--- config.mk ---
export PLATFORM = sky130hd
export DESIGN_NAME = x_andn_pipe
export DESIGN_NICKNAME = d
export VERILOG_FILES = /design/src/rtl/x_andn_pipe.sv
export SDC_FILE = /design/constraint.sdc
export NUM_CORES = 1
export LEC_CHECK = 0
export CAP_MARGIN = 15
export CORE_AREA = 2 2 39 41
export CTS_BUF_LIST = sky130_fd_sc_hd__clkbuf_16
export CTS_CLUSTER_DIAMETER = 50
export DETAILED_ROUTE_END_ITERATION = 10
export DIE_AREA = 0 0 41 43
export GPL_ROUTABILITY_DRIVEN = 1
export GPL_TIMING_DRIVEN = 0
export SLEW_MARGIN = 40
export SYNTH_ARGS = -nofsm -noshare
export SYNTH_HDL_FRONTEND = slang
export SYNTH_SLANG_ARGS = --single-unit
--- constraint.sdc ---
create_clock -name CLK -period 2.63 [get_ports CLK]
set_input_delay 0.6575 -clock CLK [delete_from_list [all_inputs] [get_ports CLK]]
set_output_delay 0.6575 -clock CLK [all_outputs]
set_load 0.01 [all_outputs]
--- src/rtl/x_andn_pipe.sv ---
// Pipelined N-operand AND/NAND reduction tree with valid/ready handshake.
// Each stage combines STAGE_FANIN operands per node; inversion is applied at the output.
module x_andn_pipe #(
    parameter int INPUTS      = 4,
    parameter int WIDTH       = 1,
    parameter int STAGE_FANIN = 2
) (
    input  logic                    CLK,
    input  logic                    SRST,
    input  logic                    CE,
    input  logic [INPUTS*WIDTH-1:0] I,
    input  logic                    INV,
    input  logic                    I_VALID,
    output logic                    I_READY,
    output logic [WIDTH-1:0]        O,
    output logic                    O_VALID,
    input  logic                    O_READY
);

    function automatic int calc_stages(input int n, input int f);
        int s;
        int c;
        s = 1;
        c = (n + f - 1) / f;
        while (c > 1) begin
            c = (c + f - 1) / f;
            s = s + 1;
        end
        return s;
    endfunction

    localparam int S = calc_stages(INPUTS, STAGE_FANIN);

    typedef logic [WIDTH-1:0] word_t;

    word_t        tap    [S+1][INPUTS];
    word_t        data_q [S][INPUTS];
    word_t        data_d [S][INPUTS];
    logic [S-1:0] valid_q, valid_d;
    logic [S-1:0] inv_q, inv_d;
    logic [S-1:0] ready;
    logic [S:0]   vtap, itap;
    word_t        fin;

    // Stage j reads tap[j]: tap[0] is the input port, tap[j+1] is stage j's registers.
    always_comb begin
        for (int k = 0; k < INPUTS; k++) begin
            tap[0][k] = I[k*WIDTH +: WIDTH];
            for (int j = 0; j < S; j++) begin
                tap[j+1][k] = data_q[j][k];
            end
        end
        vtap = {valid_q, I_VALID};
        itap = {inv_q, INV};
    end

    // A stage may load when it is empty or its successor is loading in the same cycle.
    always_comb begin
        ready      = '0;
        ready[S-1] = CE & ~SRST & (~valid_q[S-1] | O_READY);
        for (int j = S - 2; j >= 0; j--) begin
            ready[j] = CE & ~SRST & (~valid_q[j] | ready[j+1]);
        end
    end

    always_comb begin
        int idx;
        idx     = 0;
        valid_d = valid_q;
        inv_d   = inv_q;
        for (int j = 0; j < S; j++) begin
            for (int k = 0; k < INPUTS; k++) begin
                data_d[j][k] = data_q[j][k];
            end
        end
        // Nodes with no real source stay all-ones, which pads partial groups harmlessly.
        for (int j = 0; j < S; j++) begin
            if (ready[j]) begin
                valid_d[j] = vtap[j];
                inv_d[j]   = itap[j];
                for (int k = 0; k < INPUTS; k++) begin
                    data_d[j][k] = '1;
                    for (int m = 0; m < STAGE_FANIN; m++) begin
                        idx = k * STAGE_FANIN + m;
                        if (idx < INPUTS) begin
                            data_d[j][k] = data_d[j][k] & tap[j][idx];
                        end
                    end
                end
            end
        end
    end

    always_ff @(posedge CLK) begin
        if (SRST) begin
            valid_q <= '0;
            inv_q   <= '0;
            for (int j = 0; j < S; j++) begin
                for (int k = 0; k < INPUTS; k++) begin
                    data_q[j][k] <= '0;
                end
            end
        end else begin
            valid_q <= valid_d;
            inv_q   <= inv_d;
            for (int j = 0; j < S; j++) begin
                for (int k = 0; k < INPUTS; k++) begin
                    data_q[j][k] <= data_d[j][k];
                end
            end
        end
    end

    // Padding nodes of the last stage are all-ones, so ANDing every node yields node 0.
    always_comb begin
        fin = '1;
        for (int k = 0; k < INPUTS; k++) begin
            fin = fin & data_q[S-1][k];
        end
        O       = '0;
        O_VALID = 1'b0;
        if (!SRST) begin
            O       = inv_q[S-1] ? ~fin : fin;
            O_VALID = valid_q[S-1];
        end
        I_READY = ready[0];
    end

endmodule

==> key figures, run 1 <==
Worst setup path
  – Setup crit start: O_READY
  – Nature of the critical path startpoint: input pin
  – Slowest stage cell, crit path: sky130_fd_sc_hd__clkdlybuf4s50_1
  – Data required time at the worst endpoint: 1.97 ns
  – Family of cells with the greatest summed delay on the critical path: buffers and inverters
  – Reg-to-reg critical path startpoint: valid_q[1]
  – Sort of element at the end of the critical path: output pin
  – Buffers plus inverters on the worst setup path: 2
  – Sequence of cells on the critical path: clkdlybuf4s50_1 -> and2b_1 -> a21oi_2 -> dlygate4sd2_1
  – Stage delay of the slowest cell on the critical path: between 0.4 and 0.5 ns
  – Path type of the worst setup path: input pin to output pin
  – Worst path arrival time: 1.86 ns
  – Max FO, Critical Path: 5

Yosys
  – Multiplexer area fraction after synthesis: 0.0265
  – Seq cells post-synth: 10
  – Simple-gate area share of the yosys netlist: 0.256
  – Area share of fa/ha/maj cells after synthesis: 0
  – Sequential-to-total area share from yosys stat: 0.565
  – Largest family of logic cells by synthesized area: simple AND/OR/NAND/NOR gates
  – Post-synthesis compound-gate area fraction: 0.115
  – Cell area after synthesis: 425 um^2
  – XOR/XNOR Fraction of Synth Area: 0.0206
  – Syn nets: 49
  – Number of instances in the synthesized netlist: 39
  – Post-synthesis area per instance: ~11 um^2
  – Count of cell types in the netlist: 20
  – Number of synthesis warnings: 0

STA
  – Achievable Freq: 398 MHz
  – Slew at the pin with the worst max-slew slack: 0.288 ns
  – Final critical-path setup slack: 0.116 ns
  – Number of slew-limit violations in the final report: 0
  – Post-Route Hold Slack: approximately 0.47 ns
  – Fin crit period: 2.51 ns
  – RSZ-0062 raised after global routing: no
  – Worst slew margin relative to its limit: 0.808
  – Setup clock skew after layout: between 0.0004 and 0.0005 ns
  – Final period util: 0.956
  – Final hold vios: 0
  – Number of endpoints failing setup at the final stage: 0

Final layout
  – Post-route cell area: around 640 um^2
  – Post-layout utilization of the core: 0.464
  – Fraction of layout instances using a drive strength above 1: 0.109
  – Area Growth Syn to Fin: 50.9%
  – Final Net Count: 66
  – Count of inserted antenna diode cells: 0

Clock tree
  – Clock root buffer master: sky130_fd_sc_hd__clkbuf_16
  – Post-CTS Setup Bufs: 0
  – Clock-pin slew on the worst setup and hold paths: around 0.040 ns
  – Max H-tree Level: 1
  – CTS hold repair buffers: 0
  – Max Root-Sink Buffers: 2
  – Number of instances resized during post-cts repair: 2
  – Clk Latency, worst-skew pair: 0.24 ns
  – Number of buffers inserted during clock tree synthesis: 3
  – CTS tree: yes
  – TritonCTS Sinks: 10

Place
  – Placed instance area: between 500 and 600 um^2
  – Placer's final routability congestion estimate: 0.596
  – Worst setup slack before clock tree synthesis: -0.187 ns
  – Buffers on Ports: 12

GRT
  – Global routing usage summed across all routing layers: 0.119
  – Number of antenna violations at the first check in global routing: 0
  – Congestion Overflow GR: 0
  – First-pass GRT wire length: 1.25 mm
  – Largest net degree at the start of global routing: 10
  – Via count of the first global-routing pass: 300

Floorplan
  – Die outline area: 1760 um^2
  – Count of boundary I/O pins: 13
  – Overall die width: roughly 41 um
  – Effective utilization at floorplan: 0.307
  – Height of the die: 43 um
  – Area of the core: 1380 um^2
  – Placement Rows: 14

Min path
  – Hold wc startpoint: data_q[1][1]
  – Worst Hold Class: register to register

Run status
  – Result of the run: finished, final reports clean

Route
  – Routed vias/inst: around 4.7
  – Length of the first detailed-routing pass in iterations: 2
  – Detailed-routing wirelength on met1: 342 um
  – Initial DRC Count: 8
  – Routed vias: 335
  – Routed wire length per instance: 10.9 um
  – DRT antenna net count: 0
  – Routed met2 length: 334 um
  – DR DRC count: 0
  – Uppermost metal layer occupied by signal nets: met4
  – Met3 wirelength from detailed routing: 53 um
  – WL final: 773 um

Power
  – Leakage power: roughly 0.27 nW
  – Pint: 398 uW
  – Areal power density over the cells: 767 nW/um^2
  – Switching component of the power: 94.0 uW
  – Part of the power in combinational logic: 0.082
  – Clock network power share: 0.555
  – Worst vdd rail ir drop: 0.342 mV
  – Switching fraction of total power: 0.191
  – Part of the power in registers: 0.364

Run
  – Number of max-cap violations: 0
-- cells in the final DEF (no fill, tap or decap), types with 2 or more instances in the layout --
master                            instances
sky130_fd_sc_hd__a31o_1                   2
sky130_fd_sc_hd__and2b_1                  2
sky130_fd_sc_hd__and3_1                   2
sky130_fd_sc_hd__clkbuf_16                3
sky130_fd_sc_hd__clkdlybuf4s50_1         10
sky130_fd_sc_hd__dfxtp_1                  6
sky130_fd_sc_hd__dlygate4sd2_1            2
sky130_fd_sc_hd__edfxtp_1                 4
sky130_fd_sc_hd__inv_1                    2
sky130_fd_sc_hd__nand2_1                  4
sky130_fd_sc_hd__nor2_1                   3
sky130_fd_sc_hd__nor3b_1                  2
sky130_fd_sc_hd__o21ai_0                  2
-- per-layer routing --
metal | global-route usage | vias to the layer above
met5 | 0 | -
met4 | 0.140 | 0
met3 | 0.0628 | 4
met2 | 0.153 | 10
met1 | 0.116 | 154
li1 | - | 167
-- registers in the layout, indices dropped and copies added (netlist names) --
| signal | flops |
|---|---|
| valid_q | 2 |
| data_q | 6 |
| inv_q | 2 |
-- kinds of logic after synthesis --
kind of cell | Yosys count
mux | 1
flops | 10
compound gates | 7
buf+inv | 2
xor+xnor | 1
simple gates | 18
-- cell type report --
cell class | count | area [um^2]
Fill cell | 136 | 742
Sequential cell | 10 | 240
Multi-Input combinational cell | 27 | 178
Timing Repair Buffer | 12 | 118
Clock buffer | 3 | 75.1
Tap cell | 16 | 20.0
Inverter | 2 | 7.51
Clock inverter | 1 | 3.75
-- metrics by stage --
stage / power, mW / std cells / TNS, ns
floorplan: 0.200 / 39 / 0
global placement: 0.222 / 67 / -0.204
detailed placement: 0.223 / 67 / -0.187
CTS: 0.496 / 71 / 0
global route: 0.509 / 71 / 0
finish: 0.492 / 71 / 0
-- cells in the mapped netlist (all sizes together) --
cell | number | share of area
a21oi | 2 | 0.032
a22oi | 1 | 0.018
a31o | 2 | 0.041
and2b | 2 | 0.035
and3 | 2 | 0.029
dfxtp | 6 | 0.28
edfxtp | 4 | 0.28
inv | 2 | 0.018
mux2 | 1 | 0.026
nand2 | 4 | 0.035
nand2b | 1 | 0.032
nand3 | 1 | 0.012
nor2 | 3 | 0.026
nor2b | 1 | 0.015
nor3b | 2 | 0.035
o21ai | 2 | 0.024
or2 | 2 | 0.035
xor2 | 1 | 0.021
-- worst reg2reg max path, cell delays in order, from the launching register on --
cell and delay (ns):
sky130_fd_sc_hd__dfxtp_1 0.31, sky130_fd_sc_hd__and2b_1 0.21, sky130_fd_sc_hd__a21oi_2 0.20, sky130_fd_sc_hd__or2_1 0.19
-- path summary, 6_finish.rpt --
check | depth (start not counted) | slack (ns) | to
setup / recovery | 4 | 0.12 | I_READY
hold / removal | 2 | 0.47 | data_q[1][1]
setup reg to reg | 3 | 1.42 | data_q[0][2]
hold reg to reg | 2 | 0.47 | data_q[1][1]
-- power groups by stage --
stage	clock [mW]	combinational (mW)	sequential, mW
6_report	0.273	0.0402	0.179
5_1_grt	0.284	0.0446	0.180
4_1_cts	0.277	0.0406	0.179
3_5_place_dp	0	0.0414	0.182
3_3_place_gp	0	0.0406	0.181
2_1_floorplan	0	0.0197	0.180
No activity file was read; power rests on OpenSTA's default activity.
==> run 2: changes to the inputs <==
--- a/config.mk
+++ b/config.mk
@@ -13,6 +13,7 @@
 export DIE_AREA = 0 0 41 43
 export GPL_ROUTABILITY_DRIVEN = 1
 export GPL_TIMING_DRIVEN = 0
+export RECOVER_POWER = 25
 export SLEW_MARGIN = 40
 export SYNTH_ARGS = -nofsm -noshare
 export SYNTH_HDL_FRONTEND = slang
==> run 2 against run 1 <==
Clock skew barely moved. Hold slack stayed put. Clock power about the same. Critical path depth is the same. Sequential share of layout area unchanged. Power decreased by 0.14%. Final cell count did not move. First-iteration DRC count stayed put. Register-to-register slack hardly changed. Largest power group unchanged. Die area stayed put. Critical endpoint unchanged. Highest routed layer unchanged. Largest cell class unchanged. Wire length fell by 0.39%.
==> key figures, run 2 (synthesized netlist as in run 1, its figures left out) <==
Run status
  – Result of the run: finished, final reports clean

Final layout
  – Count of inserted antenna diode cells: 0
  – Leading cell type in the layout, fill and taps excluded: sky130_fd_sc_hd__clkdlybuf4s50_1
  – Top Registers: data_q: 6 flops, inv_q: 2 flops, valid_q: 2 flops
  – Fraction of layout instances using a drive strength above 1: 0.109
  – Area Growth Syn to Fin: 50.9%
  – Number of flip-flops in the largest register: 6
  – Post-route cell area: roughly 640 um^2
  – Commonest cells after routing, fill and taps aside: 9 x sky130_fd_sc_hd__clkdlybuf4s50_1, 6 x sky130_fd_sc_hd__dfxtp_1, 4 x sky130_fd_sc_hd__nand2_1, 4 x sky130_fd_sc_hd__edfxtp_1
  – Area of all sequential standard cells: 240 um^2
  – Non-filler instance count after layout: 71
  – Fillers: 136
  – Register with the most flip-flops: data_q
  – Final Net Count: 66
  – Combined area of the multi-input logic cells: 178 um^2

Power
  – Switching fraction of total power: 0.191
  – Pint: about 400 uW
  – Areal power density over the cells: about 770 nW/um^2
  – Switching component of the power: 93.7 uW
  – Part of the power in combinational logic: 0.081
  – Leakage power: between 0.2 and 0.3 nW
  – Part of the power in registers: 0.364
  – Worst vdd rail ir drop: between 0.3 and 0.4 mV
  – Clock network power share: 0.555

Clock tree
  – Clock root buffer master: sky130_fd_sc_hd__clkbuf_16
  – TritonCTS Sinks: 10
  – Max H-tree Level: 1
  – Clock-pin slew on the worst setup and hold paths: 0.04 ns
  – CTS tree: yes
  – Post-CTS Setup Bufs: 0
  – Max Root-Sink Buffers: 2
  – Clk Latency, worst-skew pair: approximately 0.24 ns
  – Number of buffers inserted during clock tree synthesis: 3

Route
  – DR DRC count: 0
  – Initial DRC Count: 8
  – Routed wire length per instance: 10.8 um
  – Length of the first detailed-routing pass in iterations: 2
  – Routed vias: 336
  – Routed vias/inst: approximately 4.7
  – DRT antenna net count: 0
  – WL final: roughly 770 um

STA
  – Post-Route Hold Slack: 0.467 ns
  – Final hold vios: 0
  – Slew at the pin with the worst max-slew slack: 0.288 ns
  – Fin crit period: 2.51 ns
  – Achievable Freq: slightly below 400 MHz
  – Worst slew margin relative to its limit: 0.808
  – Final critical-path setup slack: about 0.12 ns
  – Final TNS setup: 0 ns
  – Number of slew-limit violations in the final report: 0
  – Final period util: 0.956
  – Setup clock skew after layout: 0.000595 ns
  – Number of endpoints failing setup at the final stage: 0
  – RSZ-0062 raised after global routing: no

Floorplan
  – Die outline area: approximately 1800 um^2
  – Count of boundary I/O pins: 13
  – Area of the core: 1380 um^2
  – Height of the die: around 43 um
  – Overall die width: 41 um
  – Placement Rows: 14
  – Effective utilization at floorplan: 0.307

Place
  – Number of instances in the placed design: 67
  – Placed instance area: around 570 um^2
  – Placer's final routability congestion estimate: 0.596
  – Worst setup slack before clock tree synthesis: -0.187 ns
  – Buffers on Ports: 12

Worst setup path
  – Critical register-to-register path endpoint: data_q[0][2]
  – Reg-to-reg critical path startpoint: valid_q[1]
  – Nature of the critical path startpoint: input pin
  – Worst path arrival time: 1.86 ns
  – Flop2flop setup slack: 1.42 ns
  – Data required time at the worst endpoint: 1.97 ns
  – Cells on worst reg2reg path: 3
  – Sort of element at the end of the critical path: output pin
  – Max FO, Critical Path: 5
  – Path type of the worst setup path: input pin to output pin

Run
  – Number of max-cap violations: 0

GRT
  – Via count of the first global-routing pass: 300
  – First-pass GRT wire length: 1.25 mm
  – Largest net degree at the start of global routing: 10
  – Number of antenna violations at the first check in global routing: 0
  – Global routing usage summed across all routing layers: 0.119
  – Congestion Overflow GR: 0

Min path
  – Worst Hold Class: register to register
  – Hold wc startpoint: data_q[1][1]
  – Hold Path Sink: data_q[1][1]
  – Hold-critical path depth: 2
-- run 2: changes by cell type in the layout (fill, tap and decap cells not counted) --
cell                              previous run  this run
sky130_fd_sc_hd__clkdlybuf4s50_1            10         9
sky130_fd_sc_hd__dlygate4sd3_1               0         1
-- run 2: timing repair --
item                                    CTS  global route
endpoints found under the setup margin    1             0
resized for setup                         2             0
hold buffers                              0             0
-- run 2: power groups by stage --
stage / clock network (mW) / logic (mW) / registers [mW]
global placement: 0 / 0.0406 / 0.181
detailed placement: 0 / 0.0414 / 0.182
floorplan: 0 / 0.0197 / 0.180
global route: 0.284 / 0.0443 / 0.180
CTS: 0.277 / 0.0406 / 0.179
finish: 0.273 / 0.0399 / 0.179
-- run 2: critical path, stage by stage --
cell and delay, ns:
sky130_fd_sc_hd__clkdlybuf4s50_1 0.47, sky130_fd_sc_hd__and2b_1 0.23, sky130_fd_sc_hd__a21oi_2 0.20, sky130_fd_sc_hd__dlygate4sd2_1 0.29
-- run 2: through the flow --
stage	util	power [mW]
CTS	0.464	0.496
global route	0.464	0.508
global placement	0.409	0.222
finish	0.464	0.492
floorplan	-	0.200
detailed placement	0.409	0.223
-- run 2: area by class of cell --
cell class / instances / share of cell area
multi-input combinational: 27 / 0.277
clock inverter: 1 / 0.00585
timing repair buffer: 12 / 0.183
tap: 16 / 0.0312
clock buffer: 3 / 0.117
sequential: 10 / 0.374
inverter: 2 / 0.0117
-- run 2: how the worst max path moves through the flow --
| stage | startpoint | end |
|---|---|---|
| after floorplan | O_READY | I_READY |
| after global placement | SRST | I_READY |
| after detailed placement | SRST | I_READY |
| after CTS | O_READY | I_READY |
| after global routing | O_READY | I_READY |
| final | O_READY | I_READY |
-- run 2: layer usage --
layer,vias up,global-route usage,share of wire
met1,155,0.116,0.44
met3,4,0.0628,0.069
met5,-,0,0
met2,10,0.153,0.43
li1,167,-,-
met4,0,0.140,0.056
==> run 3: changes to the inputs <==
--- a/config.mk
+++ b/config.mk
@@ -5,7 +5,7 @@
 export SDC_FILE = /design/constraint.sdc
 export NUM_CORES = 1
 export LEC_CHECK = 0
-export CAP_MARGIN = 15
+export CAP_MARGIN = 20
 export CORE_AREA = 2 2 39 41
 export CTS_BUF_LIST = sky130_fd_sc_hd__clkbuf_16
 export CTS_CLUSTER_DIAMETER = 50
@@ -13,6 +13,7 @@
 export DIE_AREA = 0 0 41 43
 export GPL_ROUTABILITY_DRIVEN = 1
 export GPL_TIMING_DRIVEN = 0
+export MAX_ROUTING_LAYER = met4
 export RECOVER_POWER = 25
 export SLEW_MARGIN = 40
 export SYNTH_ARGS = -nofsm -noshare
==> run 3 against run 2 <==
Wire length fell by 0.52%. Final cell count stayed put. Hold slack about the same. Clock power barely moved. Non-clock buffer count stayed put.
==> key figures, run 3 (synthesized netlist as in run 1, its figures left out) <==
GRT
  – Via count of the first global-routing pass: 299
  – Largest net degree at the start of global routing: 10
  – Congestion Overflow GR: 0
  – Global routing usage summed across all routing layers: 0.122
  – Number of antenna violations at the first check in global routing: 0
  – First-pass GRT wire length: 1.25 mm

Floorplan
  – Placement Rows: 14
  – Overall die width: between 40 and 50 um
  – Height of the die: 43 um
  – Effective utilization at floorplan: 0.307
  – Count of boundary I/O pins: 13
  – Die outline area: 1760 um^2
  – Area of the core: 1380 um^2

Final layout
  – Area Growth Syn to Fin: 50.9%
  – Area of all sequential standard cells: about 240 um^2
  – Fillers: 136
  – Count of inserted antenna diode cells: 0
  – Fraction of layout instances using a drive strength above 1: 0.109
  – Non-filler instance count after layout: 71
  – Commonest cells after routing, fill and taps aside: 9 x sky130_fd_sc_hd__clkdlybuf4s50_1, 6 x sky130_fd_sc_hd__dfxtp_1, 4 x sky130_fd_sc_hd__nand2_1, 4 x sky130_fd_sc_hd__edfxtp_1
  – Number of flip-flops in the largest register: 6
  – Combined area of the multi-input logic cells: 178 um^2
  – Top Registers: data_q: 6 flops, inv_q: 2 flops, valid_q: 2 flops
  – Leading cell type in the layout, fill and taps excluded: sky130_fd_sc_hd__clkdlybuf4s50_1
  – Register with the most flip-flops: data_q
  – Final Net Count: 66

STA
  – Final TNS setup: 0 ns
  – Achievable Freq: 398 MHz
  – Number of slew-limit violations in the final report: 0
  – Post-Route Hold Slack: 0.467 ns
  – Fin crit period: 2.51 ns
  – RSZ-0062 raised after global routing: no
  – Final critical-path setup slack: 0.116 ns
  – Final period util: 0.956
  – Number of endpoints failing setup at the final stage: 0
  – Final hold vios: 0
  – Worst slew margin relative to its limit: 0.808
  – Setup clock skew after layout: around 0.00060 ns
  – Slew at the pin with the worst max-slew slack: 0.288 ns

Power
  – Areal power density over the cells: 766 nW/um^2
  – Pint: just under 400 uW
  – Leakage power: 0.267 nW
  – Part of the power in registers: 0.364
  – Switching fraction of total power: 0.191
  – Worst vdd rail ir drop: 0.340 mV
  – Part of the power in combinational logic: 0.081
  – Switching component of the power: about 94 uW
  – Clock network power share: 0.555

Route
  – Routed wire length per instance: 10.8 um
  – DR DRC count: 0
  – DRT antenna net count: 0
  – Routed vias: about 340
  – Length of the first detailed-routing pass in iterations: 2
  – Routed vias/inst: approximately 4.7
  – Initial DRC Count: 8
  – WL final: 766 um

Clock tree
  – Clk Latency, worst-skew pair: ~0.24 ns
  – Number of buffers inserted during clock tree synthesis: 3
  – Post-CTS Setup Bufs: 0
  – Clock root buffer master: sky130_fd_sc_hd__clkbuf_16
  – CTS hold repair buffers: 0
  – Max Root-Sink Buffers: 2
  – Max H-tree Level: 1
  – TritonCTS Sinks: 10
  – Clock-pin slew on the worst setup and hold paths: 0.04 ns
  – CTS tree: yes

Place
  – Number of instances in the placed design: 67
  – Buffers on Ports: 12
  – Worst setup slack before clock tree synthesis: -0.187 ns
  – Placer's final routability congestion estimate: 0.599

Min path
  – Worst Hold Class: register to register

Run status
  – Result of the run: finished, final reports clean

Worst setup path
  – Nature of the critical path startpoint: input pin
  – Max FO, Critical Path: 5
  – End of the critical path: I_READY
  – Data required time at the worst endpoint: 1.97 ns
  – Worst path arrival time: 1.86 ns
  – Flop2flop setup slack: 1.42 ns
  – Cells on worst reg2reg path: 3
  – Sort of element at the end of the critical path: output pin
  – Critical register-to-register path endpoint: data_q[0][2]
  – Reg-to-reg critical path startpoint: valid_q[1]
  – Path type of the worst setup path: input pin to output pin
  – Setup crit start: O_READY

Run
  – Number of max-cap violations: 0
run 3: cell counts in the layout (fill, tap and decap cells not counted):
No cell type changed its count.
run 3: power by group through the flow:
stage	Clock (mW)	Combinational [mW]	Sequential, mW
final	0.273	0.0399	0.179
after detailed placement	0	0.0414	0.182
after CTS	0.277	0.0406	0.179
after floorplan	0	0.0197	0.180
after global routing	0.284	0.0443	0.180
after global placement	0	0.0406	0.181
run 3: worst max-delay path, stage by stage:
cell                              delay [ns]
sky130_fd_sc_hd__clkdlybuf4s50_1        0.47
sky130_fd_sc_hd__and2b_1                0.23
sky130_fd_sc_hd__a21oi_2                0.20
sky130_fd_sc_hd__dlygate4sd2_1          0.29
run 3: per-stage QoR:
step           power [mW]   util  area [um^2]
2_1_floorplan       0.200      -          425
3_3_place_gp        0.222  0.409          566
3_5_place_dp        0.223  0.409          566
4_1_cts             0.496  0.464          642
5_1_grt             0.508  0.464          642
6_report            0.492  0.464          642
run 3: layout make-up:
| cell class | instances | share of cell area |
|---|---|---|
| clock buffer | 3 | 0.117 |
| sequential | 10 | 0.374 |
| clock inverter | 1 | 0.00585 |
| multi-input combinational | 27 | 0.277 |
| inverter | 2 | 0.0117 |
| tap | 16 | 0.0312 |
| timing repair buffer | 12 | 0.183 |
run 3: worst min path at each step:
stage / from / end / slack (ns) / depth (start not counted)
after global routing: inv_q[1] / inv_q[1] / 0.51 / 1
after CTS: data_q[1][1] / data_q[1][1] / 0.47 / 2
final: data_q[1][1] / data_q[1][1] / 0.47 / 2
after global placement: data_q[1][1] / data_q[1][1] / 0.46 / 2
after floorplan: data_q[1][1] / data_q[1][1] / 0.44 / 2
after detailed placement: data_q[1][1] / data_q[1][1] / 0.47 / 2
run 3: layer usage:
| metal | up-vias | global-route usage | share of wire |
|---|---|---|---|
| met5 | - | - | 0 |
| met4 | 0 | 0.140 | 0.056 |
| met3 | 4 | 0.0628 | 0.064 |
| met2 | 10 | 0.153 | 0.43 |
| met1 | 155 | 0.116 | 0.44 |
| li1 | 167 | - | - |
run 3: repair_timing:
item | in CTS | in global routing
hold endpoints to repair | 0 | 0
endpoints found under the setup margin | 1 | 0
resized for setup | 2 | 0
